===== src/rtl/clock_period_meter.sv =====
// Measures period and high time of clk_in in clk cycles.
// Runs continuously: each rise closes one measurement and opens the next.
module clock_period_meter #(
  parameter int CNT_W       = 33,
  parameter int SYNC_STAGES = 2
) (
  input  logic             clk,
  input  logic             rst,
  input  logic             enable,
  input  logic             clk_in,
  input  logic [CNT_W-1:0] timeout_limit,
  output logic [CNT_W-1:0] period,
  output logic [CNT_W-1:0] high_time,
  output logic             meas_valid,
  output logic             timeout,
  output logic             busy
);

  typedef enum logic [1:0] {
    IDLE      = 2'd0,
    WAIT_RISE = 2'd1,
    MEAS_HIGH = 2'd2,
    MEAS_LOW  = 2'd3
  } state_t;

  localparam logic [CNT_W-1:0] CNT_ONE = {{(CNT_W-1){1'b0}}, 1'b1};

  logic [SYNC_STAGES-1:0] sync_reg;
  logic [SYNC_STAGES-1:0] sync_next;
  logic                   prev_reg;

  state_t           state_reg, state_next;
  logic [CNT_W-1:0] cnt_reg, cnt_next;
  logic [CNT_W-1:0] high_tmp_reg, high_tmp_next;
  logic [CNT_W-1:0] period_reg, period_next;
  logic [CNT_W-1:0] high_time_reg, high_time_next;
  logic             meas_valid_reg, meas_valid_next;
  logic             timeout_reg, timeout_next;

  logic             sync_bit;
  logic             rise;
  logic             fall;
  logic [CNT_W-1:0] cnt_inc;
  logic             tmo_hit;

  genvar gi;
  generate
    for (gi = 0; gi < SYNC_STAGES; gi++) begin : g_sync
      if (gi == 0) begin : g_first
        assign sync_next[gi] = clk_in;
      end else begin : g_chain
        assign sync_next[gi] = sync_reg[gi-1];
      end
    end
  endgenerate

  always_ff @(posedge clk or posedge rst) begin
    if (rst) begin
      sync_reg <= '0;
      prev_reg <= 1'b0;
    end else begin
      sync_reg <= sync_next;
      prev_reg <= sync_reg[SYNC_STAGES-1];
    end
  end

  assign sync_bit = sync_reg[SYNC_STAGES-1];
  assign rise     = sync_bit & ~prev_reg;
  assign fall     = ~sync_bit & prev_reg;

  // Saturating increment so a stuck input never wraps back to small counts.
  assign cnt_inc = (&cnt_reg) ? cnt_reg : cnt_reg + CNT_ONE;
  assign tmo_hit = (timeout_limit != '0) && (cnt_reg >= timeout_limit);

  always_comb begin
    state_next      = state_reg;
    cnt_next        = cnt_reg;
    high_tmp_next   = high_tmp_reg;
    period_next     = period_reg;
    high_time_next  = high_time_reg;
    meas_valid_next = 1'b0;
    timeout_next    = timeout_reg;

    if (!enable) begin
      state_next = IDLE;
      cnt_next   = '0;
    end else begin
      case (state_reg)
        IDLE: begin
          cnt_next   = '0;
          state_next = WAIT_RISE;
        end
        WAIT_RISE: begin
          if (rise) begin
            cnt_next   = CNT_ONE;
            state_next = MEAS_HIGH;
          end else if (tmo_hit) begin
            timeout_next = 1'b1;
            cnt_next     = '0;
          end else begin
            cnt_next = cnt_inc;
          end
        end
        MEAS_HIGH: begin
          // The fall only snapshots cnt; cnt keeps running to the next rise.
          if (fall) begin
            high_tmp_next = cnt_reg;
            cnt_next      = cnt_inc;
            state_next    = MEAS_LOW;
          end else if (tmo_hit) begin
            timeout_next = 1'b1;
            cnt_next     = '0;
            state_next   = WAIT_RISE;
          end else begin
            cnt_next = cnt_inc;
          end
        end
        MEAS_LOW: begin
          if (rise) begin
            period_next     = cnt_reg;
            high_time_next  = high_tmp_reg;
            meas_valid_next = 1'b1;
            timeout_next    = 1'b0;
            cnt_next        = CNT_ONE;
            state_next      = MEAS_HIGH;
          end else if (tmo_hit) begin
            timeout_next = 1'b1;
            cnt_next     = '0;
            state_next   = WAIT_RISE;
          end else begin
            cnt_next = cnt_inc;
          end
        end
        default: begin
          state_next = IDLE;
          cnt_next   = '0;
        end
      endcase
    end
  end

  always_ff @(posedge clk or posedge rst) begin
    if (rst) begin
      state_reg      <= IDLE;
      cnt_reg        <= '0;
      high_tmp_reg   <= '0;
      period_reg     <= '0;
      high_time_reg  <= '0;
      meas_valid_reg <= 1'b0;
      timeout_reg    <= 1'b0;
    end else begin
      state_reg      <= state_next;
      cnt_reg        <= cnt_next;
      high_tmp_reg   <= high_tmp_next;
      period_reg     <= period_next;
      high_time_reg  <= high_time_next;
      meas_valid_reg <= meas_valid_next;
      timeout_reg    <= timeout_next;
    end
  end

  assign period     = period_reg;
  assign high_time  = high_time_reg;
  assign meas_valid = meas_valid_reg;
  assign timeout    = timeout_reg;
  assign busy       = (state_reg != IDLE);

endmodule


===== config.mk =====
export PLATFORM = sky130hd
export DESIGN_NAME = clock_period_meter
export DESIGN_NICKNAME = d
export VERILOG_FILES = /design/src/rtl/clock_period_meter.sv
export SDC_FILE = /design/constraint.sdc
export NUM_CORES = 1
export LEC_CHECK = 0
export ABC_AREA = 1
export CELL_PAD_IN_SITES_DETAIL_PLACEMENT = 2
export CELL_PAD_IN_SITES_GLOBAL_PLACEMENT = 2
export CORE_AREA = 8 8 154 156
export DETAILED_ROUTE_END_ITERATION = 7
export DIE_AREA = 0 0 162 164
export PLACE_DENSITY = 0.92
export SLEW_MARGIN = 25
export SYNTH_ARGS = -nofsm -noshare
export SYNTH_HDL_FRONTEND = slang
export SYNTH_SLANG_ARGS = --single-unit

===== constraint.sdc =====
create_clock -name clk -period 8 [get_ports clk]
set_input_delay 1.2 -clock clk [delete_from_list [all_inputs] [get_ports clk]]
set_output_delay 1.2 -clock clk [all_outputs]
set_load 0.01 [all_outputs]

# --- Word-level counts from Yosys, hierarchy flattened ---
# Cells that the tools add are included.
op_classes:
  add_sub_neg: 1
  magnitude_cmp: 1
  eq_ne: 6
  n_mux: 20
  n_bitwise: 4
  n_reduce_logical: 10
ops:
  columns: ["operator", "count"]
  rows:
  - ["$mux W33", 5]
  - ["$pmux W33 S3", 1]
  - ["$add A33 B1 Y33 const B", 1]
  - ["$ge A33 B33 Y1", 1]
  - ["$reduce_and A33 Y1", 1]
  - ["$reduce_bool A33 Y1", 1]
  - ["$mux W2", 5]
  - ["$pmux W2 S4", 1]
  - ["$mux W1", 7]
  - ["$reduce_and A3 Y1", 2]
  - ["$eq A2 B2 Y1 const B", 2]
  - ["$ne A2 B2 Y1 const B", 2]
  - ["$reduce_and A4 Y1", 1]
  - ["$ne A3 B3 Y1 const B", 1]
  - ["$pmux W1 S3", 1]
  - ["$reduce_bool A3 Y1", 1]
  - ["$and A1 B1 Y1", 2]
  - ["$eq A2 B1 Y1 const B", 1]
  - ["$logic_not A2 Y1", 1]
  - ["$not A1 Y1", 2]
  - ["$reduce_bool A2 Y1", 1]
  - ["$reduce_or A2 Y1", 1]
  - ["$logic_and A1 B1 Y1", 1]
word_totals:
  ff_bits: 139
  in_bits: 37
  out_inout_bits: 69
  word_cells: 51

# --- Depth between registers and ports, before layout ---
# Gate-level depths: netlist (run 1).
depth:
  word_depth: 6
  depth_mapped: 18
  mapped_depth_nobuf: 17

# --- Worst setup path before layout (run 1) ---
# Ideal clock, no wire load.
synth_path:
  path_type: "input-to-reg"
  from: "in timeout_limit[30]"
  to: "reg cnt_reg[26]"
  setup_time_ns: 0.122
  arrival_time_ns: 2.681
  required_time_ns: 7.878
  slack_ns: 5.198
  path_stages: 16
  path_buffers: 1
  path_cell_list: "inv_1 ha_1 nand2_1 nor2_1 nand2_1 nor2_1 nand3_1 nand3_1 nor2_1 nand2_1 nand2_1 nand2_1 nand2_1 nand2_1 buf_2 nor2_1"
synth_via:
  elab_chain_cells: 6
  elab_cells_between_ends: 8
  cone_classes: "order compare (1); mux (5); reduce/logical (2)"
synth_lines:
  columns: ["item", "line", "text"]
  rows:
  - ["start, declared", "11", "input logic [CNT_W-1:0] timeout_limit,"]
  - ["$ge A33 B33 Y1 / $reduce_bool A33 Y1 (equally long branches)", "73", "assign tmo_hit = (timeout_limit != '0) && (cnt_reg >= timeout_limit);"]
  - ["$logic_and A1 B1 Y1 *", "73", null]
  - ["$mux W33 *", "97, 110, 126", null]
  - ["$mux W33, on equally long branches", "94, 106", null]
  - ["$pmux W33 S3 *", "88", "case (state_reg)"]
  - ["$mux W33 *", "84", "if (!enable) begin"]
  - ["named net cnt_next[26]", "33", "logic [CNT_W-1:0] cnt_reg, cnt_next;"]
  - ["end signal, assigned", "153", "cnt_reg <= cnt_next;"]
  - ["end, declared", "33", null]
# Mark *: on every way through the listed nets, which the timed path passes. The rest lies on a longest branch.
# A chain may end at the register's enable or synchronous reset.

# --- Worst setup path in the final report (run 1) ---
layout_path:
  from: "in enable"
  to: "reg high_time_reg[32] (netlist: high_time[32])"
layout_via:
  elab_chain_cells: 1
layout_lines:
  columns: ["item", "line", "text"]
  rows:
  - ["start, declared", "9", "input logic enable,"]
  - ["$reduce_and A3 Y1 (no line)", null, null]
  - ["end signal, assigned", "156", "high_time_reg <= high_time_next;"]
  - ["end, declared", "36", "logic [CNT_W-1:0] high_time_reg, high_time_next;"]
# No other way between the ends.

==> results of run 1 <==
[placed cells by master (no fill, tap or decap), drive strengths merged]
cell           count
nor4               4
xnor2              1
nor3b              1
a21oi             35
o21a               1
clkbuf            19
o31ai              2
a21o               1
and2               5
nand2            217
a21boi             3
nand4             21
dfrtp            139
a31oi              1
xor2              10
o211ai             3
nand3             35
bufinv             3
buf                3
clkinvlp           2
o21ai             98
and3               2
ha                34
clkinv             3
nor3              23
mux2i              1
nor2              77
clkdlybuf4s50    105
inv              138
[through the flow]
stage	power (µW)	setup WS (ns)	hold slack, ns
after global placement	1609	3.452	0.3394
after floorplan	1258	3.075	0.3312
after detailed placement	1668	3.215	0.3457
after global routing	2650	3.283	0.3638
after CTS	2557	3.580	0.3615
final	2530	3.533	0.3572
[layer usage]
metal  GRT usage (%)  vias up  share of wire [%]
met5               0        -                  0
met4           10.40        0                3.7
met3           5.539       78                5.5
met2           37.45      220                 50
met1           25.52     3324                 41
li1                -     2997                  -
[worst register-to-register path: cells and delay by family (launching register included)]
kind	cells	cell delay, ns
adders and majority gates	1	0.41
and+or+nand+nor	13	2.21
DFF	1	0.54
[final cells by class]
type                    instances  area, µm²
fillers                      2417      12370
clock inverters                13      180.2
repair buffers                108       1074
inverters                     133      504.2
well taps                     280      350.3
multi-input cells             575       2952
clock buffers                  19      442.9
flip-flops and latches        139       3478
[kinds of logic (layout without fill, tap and decap cells)]
group | Yosys count | in the layout | share of synthesized area (%)
AOI/OAI and AO/OA | 144 | 144 | 10.59
xor gates and xnor gates | 11 | 11 | 1.366
adders and majority gates | 34 | 34 | 6.034
buffers and inverters | 160 | 273 | 8.909
DFF | 139 | 139 | 49.33
muxes | 1 | 1 | 0.1420
and+or+nand+nor | 385 | 385 | 23.62
[path summary, 6_finish.rpt]
check / endpoint / slack [ns]
max in group asynchronous: period[0] / 5.35
worst min register to register: sync_reg[1] / 0.36
worst max-delay path: high_time[32] / 3.53
min in group asynchronous: high_time[6] / 1.23
worst max register to register: cnt_reg[8] / 4.67
worst min-delay path: sync_reg[1] / 0.36
[where the power goes]
part	switching (µW)	internal (µW)
Combinational	343	319
Clock	344	508
Sequential	123	894
==> flow_metrics.env, run 1 <==
export IMPL_post_route_period_util_pct=55.83
export IMPL_tightest_slew_ns=0.9564
export IMPL_antenna_found_initial=0
export IMPL_drt_pass1_iter_count=4
export IMPL_synth_edf_count=0
export IMPL_synth_common_cells="nand2_1, dfrtp_1, inv_1"
export IMPL_tritoncts="yes"
export IMPL_end_kind="flop"
export IMPL_vias_per_cell=5.224
export IMPL_drtIter0Drc=317
export IMPL_core_area_um2=21350
export IMPL_cts_setup_buffers=0
export IMPL_route_detailed_drc=0
export IMPL_drv_cap=0
export IMPL_peakVddDrop_uv=153.6
export IMPL_wl_mm=28.29
export IMPL_period_minus_slack_ns=4.467
export IMPL_crit_required_ns=8.25
export IMPL_syn_cell_area_um2=7051
export IMPL_vias=6619
export IMPL_dp_hpwl_mm=18.76
export IMPL_pin_count=106
export IMPL_slowest_stage="nor3_4"
export IMPL_cts_reportedPaths_clkPinSlew_ns=0.07
export IMPL_place_gp_congestion=0.8394
export IMPL_fin_util_pct=42.07
export IMPL_worst_path_stages=7
export IMPL_hold_buffers=0
export IMPL_rows=54
export IMPL_die_y_um=164
export IMPL_die_area_um2=26570
export IMPL_drv_slew=0
export IMPL_worstSkewPairLatency_ns=0.45
export IMPL_cts_root_buf="clkbuf_16"
export IMPL_grt_overflow_total=0
export IMPL_synth_nets=945
export IMPL_synth_distinct_cells=37
export IMPL_ys_ff_latch=139
export IMPL_status="finished, final reports clean"
export IMPL_synth_largest_area_cell="dfrtp_1"
export IMPL_cts_inserted_buffers=17
export IMPL_crit_chain="clkdlybuf4s50_1 > clkinv_1 > nor3_4 > inv_2 > buf_4 > nand2_1 > o21ai_0"
export IMPL_whs_path_depth=0
export IMPL_max_freq_mhz=223.9
export IMPL_slew_headroom_pct=36.04
export IMPL_clock_sinks=139
export IMPL_dpl_cell_count=1235
export IMPL_drive_above_1_share_pct=5.066
export IMPL_synthCells=874
export IMPL_synth_seq_area_share_pct=49.33
export IMPL_stdcell_area_um2=8981
export IMPL_p_leak_uw=0.004133
export IMPL_powerDensity_nw_per_um2=281.7
export IMPL_hold_violations=0
export IMPL_r2r_start="cnt_reg[32]"
export IMPL_crit_path_max_fanout=97
export IMPL_synth_area_leaders="dfrtp_1, nand2_1, o21ai_0"
export IMPL_io_buffers=105
export IMPL_track_usage_pct=21.95
export IMPL_synth_warnings=0
export IMPL_num_nets_final=1045
export IMPL_rr_worst_depth=14
export IMPL_area_growth_pct=27.38
export IMPL_min_from="sync_reg[0]"
export IMPL_start_util_pct=33.02
export IMPL_die_width_um=162
export IMPL_crit_type="in2reg"
export IMPL_fin_tns_setup_ns=0
export IMPL_place_area_um2=8358
export IMPL_num_antenna_cells=0
export IMPL_final_cells=1267
export IMPL_clock_skew_ns=0.01296
export IMPL_ys_async_sr_fraction_pct=100.0
export IMPL_cts_resized=0
export IMPL_wl_per_cell_um=22.32
export IMPL_ys_flop_type="dfrtp_1"
export IMPL_hp_class="reg2reg"
export IMPL_synth_top_area_share_pct=49.33
export IMPL_path_buf_inv=4
export IMPL_setup_violations_final=0
export IMPL_critPathTopFamily="buffers and inverters"
export IMPL_synth_most_common_cell="nand2_1"
export IMPL_cts_htree_levels=4
export IMPL_startpoint="enable"
export IMPL_cp_arrival_ns=4.71
export IMPL_grt_max_degree=98
export IMPL_first_global_vias=7521
export IMPL_cts_buffer_depth=2
export IMPL_rsz0062_at_grt="no"
export IMPL_final_antenna_net_count=0
export IMPL_startpoint_type="input pin"
export IMPL_cp_slowest_stage_delay_ns=0.92
export IMPL_grt_pass1_wl_mm=44.49
export IMPL_synth_avg_cell_area_um2=8.067
No activity file was read; power rests on OpenSTA's default activity.
==> run 2, diff against run 1 <==
Settings changed: CORE_AREA 8 8 154 156 to 8 8 158 160, DIE_AREA 0 0 162 164 to 0 0 166 168, PLACE_DENSITY 0.92 to 0.88.
Clock period 8 ns to 4.2 ns, I/O delays scaled along.
==> run 2 against run 1 <==
  * Design area rose by 0.49%
  * Non-clock buffer count grew 4
  * Sequential share of layout area is 0.19 points lower
  * Total power is 87% higher
  * Clock-buffer cell count decreased by 1
  * Sequential power increased by 87%
  * Final cell count up 0.71%
  * Flip-flop and latch count did not move
  * Global-route usage shrank 3.0 points
==> flow_metrics.env, run 2 (same netlist as run 1, synthesis figures left out) <==
export IMPL_status="finished, final reports clean"
export IMPL_clock_sinks=139
export IMPL_die_y_um=168
export IMPL_core_area_um2=22370
export IMPL_die_area_um2=27890
export IMPL_pin_count=106
export IMPL_cts_reportedPaths_clkPinSlew_ns=0.06
export IMPL_peakVddDrop_uv=345.3
export IMPL_drv_cap=0
export IMPL_hp_class="reg2reg"
export IMPL_num_antenna_cells=0
export IMPL_clock_skew_ns=0.01365
export IMPL_seqCellArea_um2=3478
export IMPL_crit_required_ns=4.50
export IMPL_hold_violations=0
export IMPL_end_kind="flop"
export IMPL_dp_hpwl_mm=18.11
export IMPL_drtIter0Drc=343
export IMPL_cts_buffer_depth=2
export IMPL_cts_root_buf="clkbuf_16"
export IMPL_drv_slew=0
export IMPL_grt_max_degree=122
export IMPL_tightest_slew_ns=0.8267
export IMPL_period_minus_slack_ns=3.061
export IMPL_hold_buffers=0
export IMPL_layout_common_cells="nand2_1, dfrtp_1, inv_1"
export IMPL_whs_path_depth=0
export IMPL_vias_per_cell=5.067
export IMPL_route_detailed_drc=0
export IMPL_tritoncts="yes"
export IMPL_drt_pass1_iter_count=4
export IMPL_setup_violations_final=0
export IMPL_first_global_vias=7388
export IMPL_cp_arrival_ns=3.37
export IMPL_start_util_pct=31.52
export IMPL_post_route_period_util_pct=72.89
export IMPL_area_growth_pct=28.00
export IMPL_cts_htree_levels=4
export IMPL_rows=55
export IMPL_drive_above_1_share_pct=5.449
export IMPL_worstSkewPairLatency_ns=0.44
export IMPL_cts_resized=0
export IMPL_io_buffers=105
export IMPL_wl_per_cell_um=20.26
export IMPL_powerDensity_nw_per_um2=525.5
export IMPL_finalWorstSetupSlack_ns=1.139
export IMPL_wl_mm=25.86
export IMPL_post_place_ws_ns=0.7369
export IMPL_max_freq_mhz=326.7
export IMPL_num_nets_final=1049
export IMPL_startpoint_type="input pin"
export IMPL_p_leak_uw=0.004155
export IMPL_fin_tns_setup_ns=0
export IMPL_vias=6466
export IMPL_cts_inserted_buffers=17
export IMPL_final_antenna_net_count=0
export IMPL_crit_path_max_fanout=22
export IMPL_grt_overflow_total=0
export IMPL_multi_input_area_um2=2952
export IMPL_rsz0062_at_grt="no"
export IMPL_antenna_found_initial=0
export IMPL_crit_type="in2reg"
export IMPL_die_width_um=166
export IMPL_fillers=2473
export IMPL_slew_headroom_pct=44.89
export IMPL_cts_setup_buffers=0
export IMPL_place_gp_congestion=0.8447
export IMPL_layout_cells_most_common="nand2_1"
export IMPL_rr_worst_depth=11
export IMPL_grt_pass1_wl_mm=41.75
export IMPL_track_usage_pct=18.99
run 2: worst max-delay path, cell delays in order:
cell,delay [ns]
clkdlybuf4s50_1,0.45
inv_1,0.10
ha_1,0.32
nand2_1,0.07
nor2_1,0.12
nand2_1,0.08
nor2_1,0.24
nand3_1,0.12
nand3_1,0.09
nor2_1,0.04
nand2_1,0.09
nand2_1,0.11
nand2_1,0.30
nand2_1,0.10
nand2_1,0.08
buf_4,0.31
nor2_1,0.10
run 2: final cells by class:
type | count | share of cell area [%]
timing repair buffer | 112 | 12.41
multi-input combinational | 575 | 32.70
inverter | 133 | 5.573
clock inverter | 14 | 2.066
sequential | 139 | 38.54
tap | 285 | 3.951
clock buffer | 18 | 4.755
run 2: metrics by stage:
stage / utilization, % / cells / total power, µW / area, µm² / hold WS (ns)
after floorplan: - / 874 / 2397 / 7054 / 0.3312
after global placement: 37.58 / 1244 / 3082 / 8406 / 0.3358
after detailed placement: 37.58 / 1244 / 3169 / 8406 / 0.3379
after CTS: 40.34 / 1276 / 4808 / 9021 / 0.3532
after global routing: 40.35 / 1276 / 5008 / 9025 / 0.3580
final: 40.35 / 1276 / 4743 / 9025 / 0.3507
run 2: per-layer routing:
metal	part of all wire, %	vias up	routed length (µm)	track usage, %
li1	-	3005	-	-
met1	43	3270	11010	22.54
met2	51	151	13140	33.53
met3	4.5	40	1168	4.210
met4	2.1	0	534	6.403
met5	0	-	0	0
run 2: worst paths after layout:
path	start	to	slack, ns
setup / recovery	timeout_limit[32]	cnt_reg[25]	1.14
hold / removal	sync_reg[0]	sync_reg[1]	0.35
setup reg to reg	cnt_reg[1]	cnt_reg[20]	1.22
hold reg to reg	sync_reg[0]	sync_reg[1]	0.35
max in group asynchronous	rst	period[15]	2.80
min in group asynchronous	rst	high_time[32]	0.55
run 2: power by group:
part           internal, µW  switching [µW]
combinational           614             617
clock                   951             652
sequential             1700             209
